$ cat src/rtl/adpcm_accum_seq.sv
// rtl/adpcm_accum_seq.sv - serial zero/pole accumulator for the ADPCM predictor
// One shared adder sums NZ zero terms then NP pole terms, one term per clock.
module adpcm_accum_seq #(
    parameter int WIDTH = 16,
    parameter int NZ    = 6,
    parameter int NP    = 2,
    parameter int SAT   = 0
) (
    input  logic                clk,
    input  logic                rstn,
    input  logic                start,
    input  logic [NZ*WIDTH-1:0] wb_flat,
    input  logic [NP*WIDTH-1:0] wa_flat,
    output logic                busy,
    output logic                sez_vld,
    output logic                done,
    output logic [WIDTH-2:0]    sez,
    output logic [WIDTH-2:0]    se,
    output logic                ovr
);
    localparam int N  = NZ + NP;
    localparam int IW = $clog2(N);

    typedef enum logic {IDLE, ACC} state_t;

    state_t           state_q, state_d;
    logic [WIDTH-1:0] acc_q, acc_d;
    logic [IW-1:0]    idx_q, idx_d;
    logic [WIDTH-1:0] term_q [N];
    logic             busy_q, busy_d;
    logic             sez_vld_q, sez_vld_d;
    logic             done_q, done_d;
    logic             ovr_q, ovr_d;
    logic [WIDTH-2:0] sez_q, sez_d;
    logic [WIDTH-2:0] se_q, se_d;
    logic             accept;
    logic [WIDTH-1:0] term, sum_raw, sum_f;
    logic             ovf;

    assign term    = term_q[idx_q];
    assign sum_raw = acc_q + term;
    // Signed overflow: operands agree in sign but the result does not.
    assign ovf     = (acc_q[WIDTH-1] == term[WIDTH-1]) && (sum_raw[WIDTH-1] != acc_q[WIDTH-1]);

    always_comb begin
        sum_f = sum_raw;
        if (SAT != 0 && ovf) begin
            sum_f = acc_q[WIDTH-1] ? {1'b1, {(WIDTH-1){1'b0}}} : {1'b0, {(WIDTH-1){1'b1}}};
        end
    end

    always_comb begin
        state_d   = state_q;
        acc_d     = acc_q;
        idx_d     = idx_q;
        busy_d    = busy_q;
        sez_vld_d = 1'b0;
        done_d    = 1'b0;
        ovr_d     = ovr_q;
        sez_d     = sez_q;
        se_d      = se_q;
        accept    = 1'b0;
        case (state_q)
            IDLE: begin
                if (start) accept = 1'b1;
            end
            ACC: begin
                acc_d = sum_f;
                idx_d = idx_q + 1'b1;
                if (idx_q == IW'(NZ - 1)) begin
                    sez_d     = sum_f[WIDTH-1:1];
                    sez_vld_d = 1'b1;
                end
                // The last-term cycle doubles as an idle slot so held start runs every N cycles.
                if (idx_q == IW'(N - 1)) begin
                    se_d    = sum_f[WIDTH-1:1];
                    done_d  = 1'b1;
                    busy_d  = 1'b0;
                    idx_d   = idx_q;
                    state_d = IDLE;
                    if (start) accept = 1'b1;
                end else if (start) begin
                    ovr_d = 1'b1;
                end
            end
            default: state_d = IDLE;
        endcase
        if (accept) begin
            state_d = ACC;
            acc_d   = '0;
            idx_d   = '0;
            busy_d  = 1'b1;
            ovr_d   = 1'b0;
        end
    end

    always_ff @(posedge clk or negedge rstn) begin
        if (!rstn) begin
            state_q   <= IDLE;
            acc_q     <= '0;
            idx_q     <= '0;
            busy_q    <= 1'b0;
            sez_vld_q <= 1'b0;
            done_q    <= 1'b0;
            ovr_q     <= 1'b0;
            sez_q     <= '0;
            se_q      <= '0;
            for (int i = 0; i < N; i++) term_q[i] <= '0;
        end else begin
            state_q   <= state_d;
            acc_q     <= acc_d;
            idx_q     <= idx_d;
            busy_q    <= busy_d;
            sez_vld_q <= sez_vld_d;
            done_q    <= done_d;
            ovr_q     <= ovr_d;
            sez_q     <= sez_d;
            se_q      <= se_d;
            if (accept) begin
                for (int i = 0; i < NZ; i++) term_q[i] <= wb_flat[i*WIDTH +: WIDTH];
                for (int j = 0; j < NP; j++) term_q[NZ+j] <= wa_flat[j*WIDTH +: WIDTH];
            end
        end
    end

    assign busy    = busy_q;
    assign sez_vld = sez_vld_q;
    assign done    = done_q;
    assign ovr     = ovr_q;
    assign sez     = sez_q;
    assign se      = se_q;

endmodule
$ cat config.mk
export PLATFORM = sky130hd
export DESIGN_NAME = adpcm_accum_seq
export DESIGN_NICKNAME = d
export VERILOG_FILES = /design/src/rtl/adpcm_accum_seq.sv
export SDC_FILE = /design/constraint.sdc
export NUM_CORES = 1
export LEC_CHECK = 0
export BUFFER_PORTS_ARGS = -buffer_cell sky130_fd_sc_hd__clkbuf_2
export CORE_MARGIN = 2
export CORE_UTILIZATION = 50
export DETAILED_ROUTE_END_ITERATION = 6
export PLACE_DENSITY = 0.73
export RECOVER_POWER = 25
export SETUP_SLACK_MARGIN = 0.5
export SLEW_MARGIN = 20
export SYNTH_ARGS = -nofsm -noshare
export SYNTH_HDL_FRONTEND = slang
export SYNTH_SLANG_ARGS = --single-unit
$ cat constraint.sdc
create_clock -name clk -period 5.3 [get_ports clk]
set_input_delay 0.795 -clock clk [delete_from_list [all_inputs] [get_ports clk]]
set_output_delay 0.795 -clock clk [all_outputs]
set_load 0.02 [all_outputs]
; ---- After elaboration in Yosys (flattened, before gate mapping)
; Cells that the tools add are included.
[totals]
output_inout_bits = 34
ff_bits = 182
inputBits = 131
[op_classes]
addsub = 2
bitwise_logic = 2
order_cmp = 1
mux = 25
n_eq_ne = 3
n_reduce_logical = 8
[op_table]
columns = cell, count
row1 = $mux W16, 4
row2 = $bmux W16 S3, 1
row3 = $add A16 B16 Y16, 1
row4 = $mux W1, 16
row5 = $mux W3, 3
row6 = $reduce_and A2 Y1, 4
row7 = $eq A3 B3 Y1 const B, 2
row8 = $reduce_bool A2 Y1, 3
row9 = $ge A4 B4 Y1 const B, 1
row10 = $not A3 Y4, 1
row11 = $add A3 B1 Y3 const B, 1
row12 = $reduce_and A3 Y1, 1
row13 = $ne A2 B2 Y1 const B, 1
row14 = $pmux W1 S2, 1
row15 = $not A1 Y1, 1

; ---- Depth between registers and ports, before layout
[depth]
word_depth = 7
mapped_depth = 13

; ---- Least setup slack after synthesis
; No wires, ideal clock.
[synth_path]
path_type = reg-to-reg
from = register idx_q[0]
to = register acc_q[12]
path_slack_ns = 2.091
setup_time_ns = 0.128
n_path_buf = 3
period_less_slack_ns = 3.209
arrival_time_ns = 3.081
path_stages_with_launch = 13
path_cell_list = dfrtp_1 buf_6 buf_2 mux4_2 mux2_2 ha_1 buf_6 a211oi_2 nor2_1 or3_4 o31ai_2 xor2_1 o21ai_1
[synth_between]
elab_chain_cells = 7
elab_cells_between_ends = 11
classes_between = 1 x add/sub / 1 x eq/ne / 7 x mux / 1 x bitwise / 1 x reduce/logical
[synth_lines]
columns = item, line
row1 = start: declaration, 28  ; logic [IW-1:0] idx_q, idx_d;
row2 = start signal: assignment, 112  ; idx_q <= idx_d;
row3 = $not A3 Y4 (not written as such), 40  ; assign term = term_q[idx_q];
row4 = $bmux W16 S3, 40
row5 = $mux W16 (not written as such) (2 in a row), 40
row6 = $add A16 B16 Y16, 41  ; assign sum_raw = acc_q + term;
row7 = $mux W16, 63  ; case (state_q)
row8 = $mux W16, 88  ; if (accept) begin
row9 = end signal: assignment, 100  ; acc_q <= '0;
row10 = end signal: assignment, 111  ; acc_q <= acc_d;
row11 = end: declaration, 27  ; logic [WIDTH-1:0] acc_q, acc_d;
; Several ways; a longest one is shown, not always the timed one. The select of a mux whose other input is x is not followed.
; A chain may end at the register's enable or synchronous reset.

; ---- Worst setup path in the final report
[layout_path]
from = register idx_q[0]
to = register sez_q[10] (netlist: sez[10])
[layout_between]
elab_chain_cells = 5
elab_cells_between_ends = 7
classes_between = 1 x add/sub / 1 x eq/ne / 3 x mux / 1 x bitwise / 1 x reduce/logical
[layout_lines]
columns = item, line
row1 = $not A3 Y4 (not written as such), 40
row2 = $bmux W16 S3, 40
row3 = $mux W16 (not written as such) (2 in a row), 40
row4 = $add A16 B16 Y16, 41
row5 = end signal: assignment, 117  ; sez_q <= sez_d;
row6 = end: declaration, 34  ; logic [WIDTH-2:0] sez_q, sez_d;
; Several ways; a longest one is shown, not always the timed one. The select of a mux whose other input is x is not followed.

==> results.toml <==
[yosys]
syn_nets = 1044
synth_cell_types = 53
yosysMostFrequentCell = "nand2_1"
synth_commonest_cells = "436 x nand2_1, 182 x dfrtp_1, 38 x o21ai_0"
synthAdderAreaFrac_pct = 2.86
synth-xor-area-share_pct = 1.21
yosys-top-cells-area = "dfrtp_1 53%, nand2_1 19%, mux4_2 8.4%"
synthArstFlopShare_pct = 100
yosys_warnings = 0
synth_mux_area_share_pct = 11.2
syn_area_um2 = 8560
synth_area_leader_cell = "dfrtp_1"
syn_avg_cell_area_um2 = 9.58
synth_compound_area_share_pct = 6.59
synth-seq-area-share_pct = 53.2
yosys.area_share.simple_pct = 21.8
synth-edff-count = 0
synth_cells = 894
synth_top_family_by_area = "simple AND/OR/NAND/NOR gates"
synth_top_area_share_pct = 53.2
ys_seq_elements = 182
synth_ff_type = "dfrtp_1"

[placement]
io_buffers = 164
dpl.hpwl_um = 14700
gp_congestion = 0.929

[timing]
timing.setup.tns_ns = 0
hold_viol = 0
slew_viol_final = 94
relSlewSlack_pct = -55.8
fmax_mhz = 267
fin_crit_ns = 3.74
skew_ns = 0.0102
rsz0062_at_grt = "false"
tightest_slew_ns = 2.34
post-route-period-util_pct = 70.7
setup_viol = 0

[detailed_routing]
drc_errors = 0
post_drt_wl_per_cell_um = 16.3
postRouteAntennaNets = 0
viasPerCell = 5.19
vias = 6589
dr.pass1.iters = 5
wl_um = 20600
drt_iter0_markers = 619

[critical_path]
crit_required_ns = 5.57
worstSetupEndpointType = "flop"
cp_max_fo = 25
slowest_delay_ns = 0.89
start_kind = "flop"
path_delay_family = "compound AO/OA/AOI/OAI gates"
r2r_cells = 10
arrival_ns = 4.02
critPathKind = "flop to flop"
crit_slowest_cell = "dfrtp_2"
cp.depth = 10
path_cells = "mux4_2 -> mux2i_1 -> inv_1 -> ha_1 -> a211oi_1 -> o21bai_2 -> o31a_1 -> a31oi_1 -> xor2_1 -> o21ai_1"
path_buf_inv = 1

[outcome]
violations = "max-capacitance violations, max-slew violations"
status = "finished, violations left"

[pwr]
p_sw_uw = 3310
p_clk_share_pct = 16.0
power_uw = 7830
swShare_pct = 42.3
intPower_uw = 4520
peakVddDrop_mv = 0.404
p_leak_uw = 0.00530
powerDensity_nw_per_um2 = 774
pwr-share-seq_pct = 32.5
comb_power_share_pct = 51.5

[die]
die_w_um = 135
start_util_pct = 51.5
die_area_um2 = 18200
ios = 165
coreArea_um2 = 16600
die_y_um = 135
rows = 47

[min_path]
hold_path_depth = 2
worstHoldPathType = "flop to flop"

[grt]
first_global_vias = 6664
grt_pass1_wl_um = 33900
grt_max_degree = 113
grt_overflow_total = 0
grtUsageTotal_pct = 24.3
grt_antenna_before_repair = 0

[clock_network]
clk_latency_ns = 0.44
path_clk_slew_ns = 0.07
htreeDepth = 4
cts.sinks = 182
cts_setup_buffers = 0
cts_root_buf = "clkbuf_16"
max-clock-path-buffers = 2
cts_resized = 0
cts_buffers = 17
cts-hold-fix-buffers = 0
cts_tree = "built"

[finish]
drive_gt1_share_pct = 25.3
area_growth_pct = 18.2
antenna_cells = 0
nNetsFinal = 1186

[run]
maxCapViolCount = 1
-- final cells by class --
class | instances | area, um^2
clock buffers | 21 | 460
clock inverters | 11 | 124
fillers | 1406 | 6520
inverters | 11 | 41.3
multi-input cells | 650 | 3760
flip-flops and latches | 182 | 4560
well taps | 220 | 275
repair buffers | 174 | 908
-- tightest hold or removal path: stages (launching register included) --
cell     delay, ns
dfrtp_1       0.34
nand2_1       0.05
nand2_1       0.05
-- path summary, 6_finish.rpt --
path | startpoint | endpoint | slack [ns]
min | busy | busy | 0.48
min in group asynchronous | rstn | term_q[59] | 1.05
min reg2reg | busy | busy | 0.48
max in group asynchronous | rstn | term_q[75] | 2.58
max reg2reg | idx_q[0] | sez[10] | 1.56
max | idx_q[0] | sez[10] | 1.56
-- routing by layer --
metal / track usage (%) / share of wire, %
met5: 0 / 0
met3: 4.28 / 5.7
met4: 8.30 / 2.2
met2: 39.0 / 48
met1: 33.7 / 44
-- power groups by stage --
stage | Sequential [uW] | Clock [uW] | Combinational (uW)
6_report | 2540 | 1260 | 4030
5_1_grt | 2630 | 1330 | 4480
4_1_cts | 2550 | 1270 | 4020
3_5_place_dp | 2560 | 0 | 4010
3_3_place_gp | 2530 | 0 | 3890
2_1_floorplan | 2500 | 0 | 3000
-- stage by stage --
stage | util [%] | instances | worst slack, ns | hold WS, ns | cell area, um^2
after global routing | 60.8 | 1269 | 1.22 | 0.486 | 10100
after global placement | 57.2 | 1236 | 1.61 | 0.453 | 9520
after floorplan | - | 894 | 2.09 | 0.440 | 8560
final | 60.8 | 1269 | 1.56 | 0.475 | 10100
after detailed placement | 57.2 | 1236 | 1.52 | 0.460 | 9520
after CTS | 60.7 | 1268 | 1.49 | 0.477 | 10100
-- cells in the final DEF, fill, tap and decap left out, types with 6 or more instances in the layout --
master / instances
mux2_2: 16
o21ai_1: 6
nor2_1: 13
xor2_1: 6
inv_1: 11
nand2_1: 435
ha_1: 18
o21ai_0: 38
clkbuf_16: 17
a21oi_1: 9
clkbuf_2: 164
buf_4: 9
dfrtp_1: 181
mux4_2: 32
nand3_1: 8
-- cell families after synthesis --
family / count (synthesis)
and+or+nand+nor: 479
muxes: 53
AOI/OAI and AO/OA: 88
adders and majority gates: 19
buffers and inverters: 62
DFF: 182
xor gates and xnor gates: 11
-- registers in the layout (all words and copies together) (netlist names) --
name     flops
acc_q       16
busy         1
se          15
done         1
ovr          1
sez_vld      1
sez         15
term_q     128
idx_q        3
state_q      1
No activity file was read; power rests on OpenSTA's default activity.
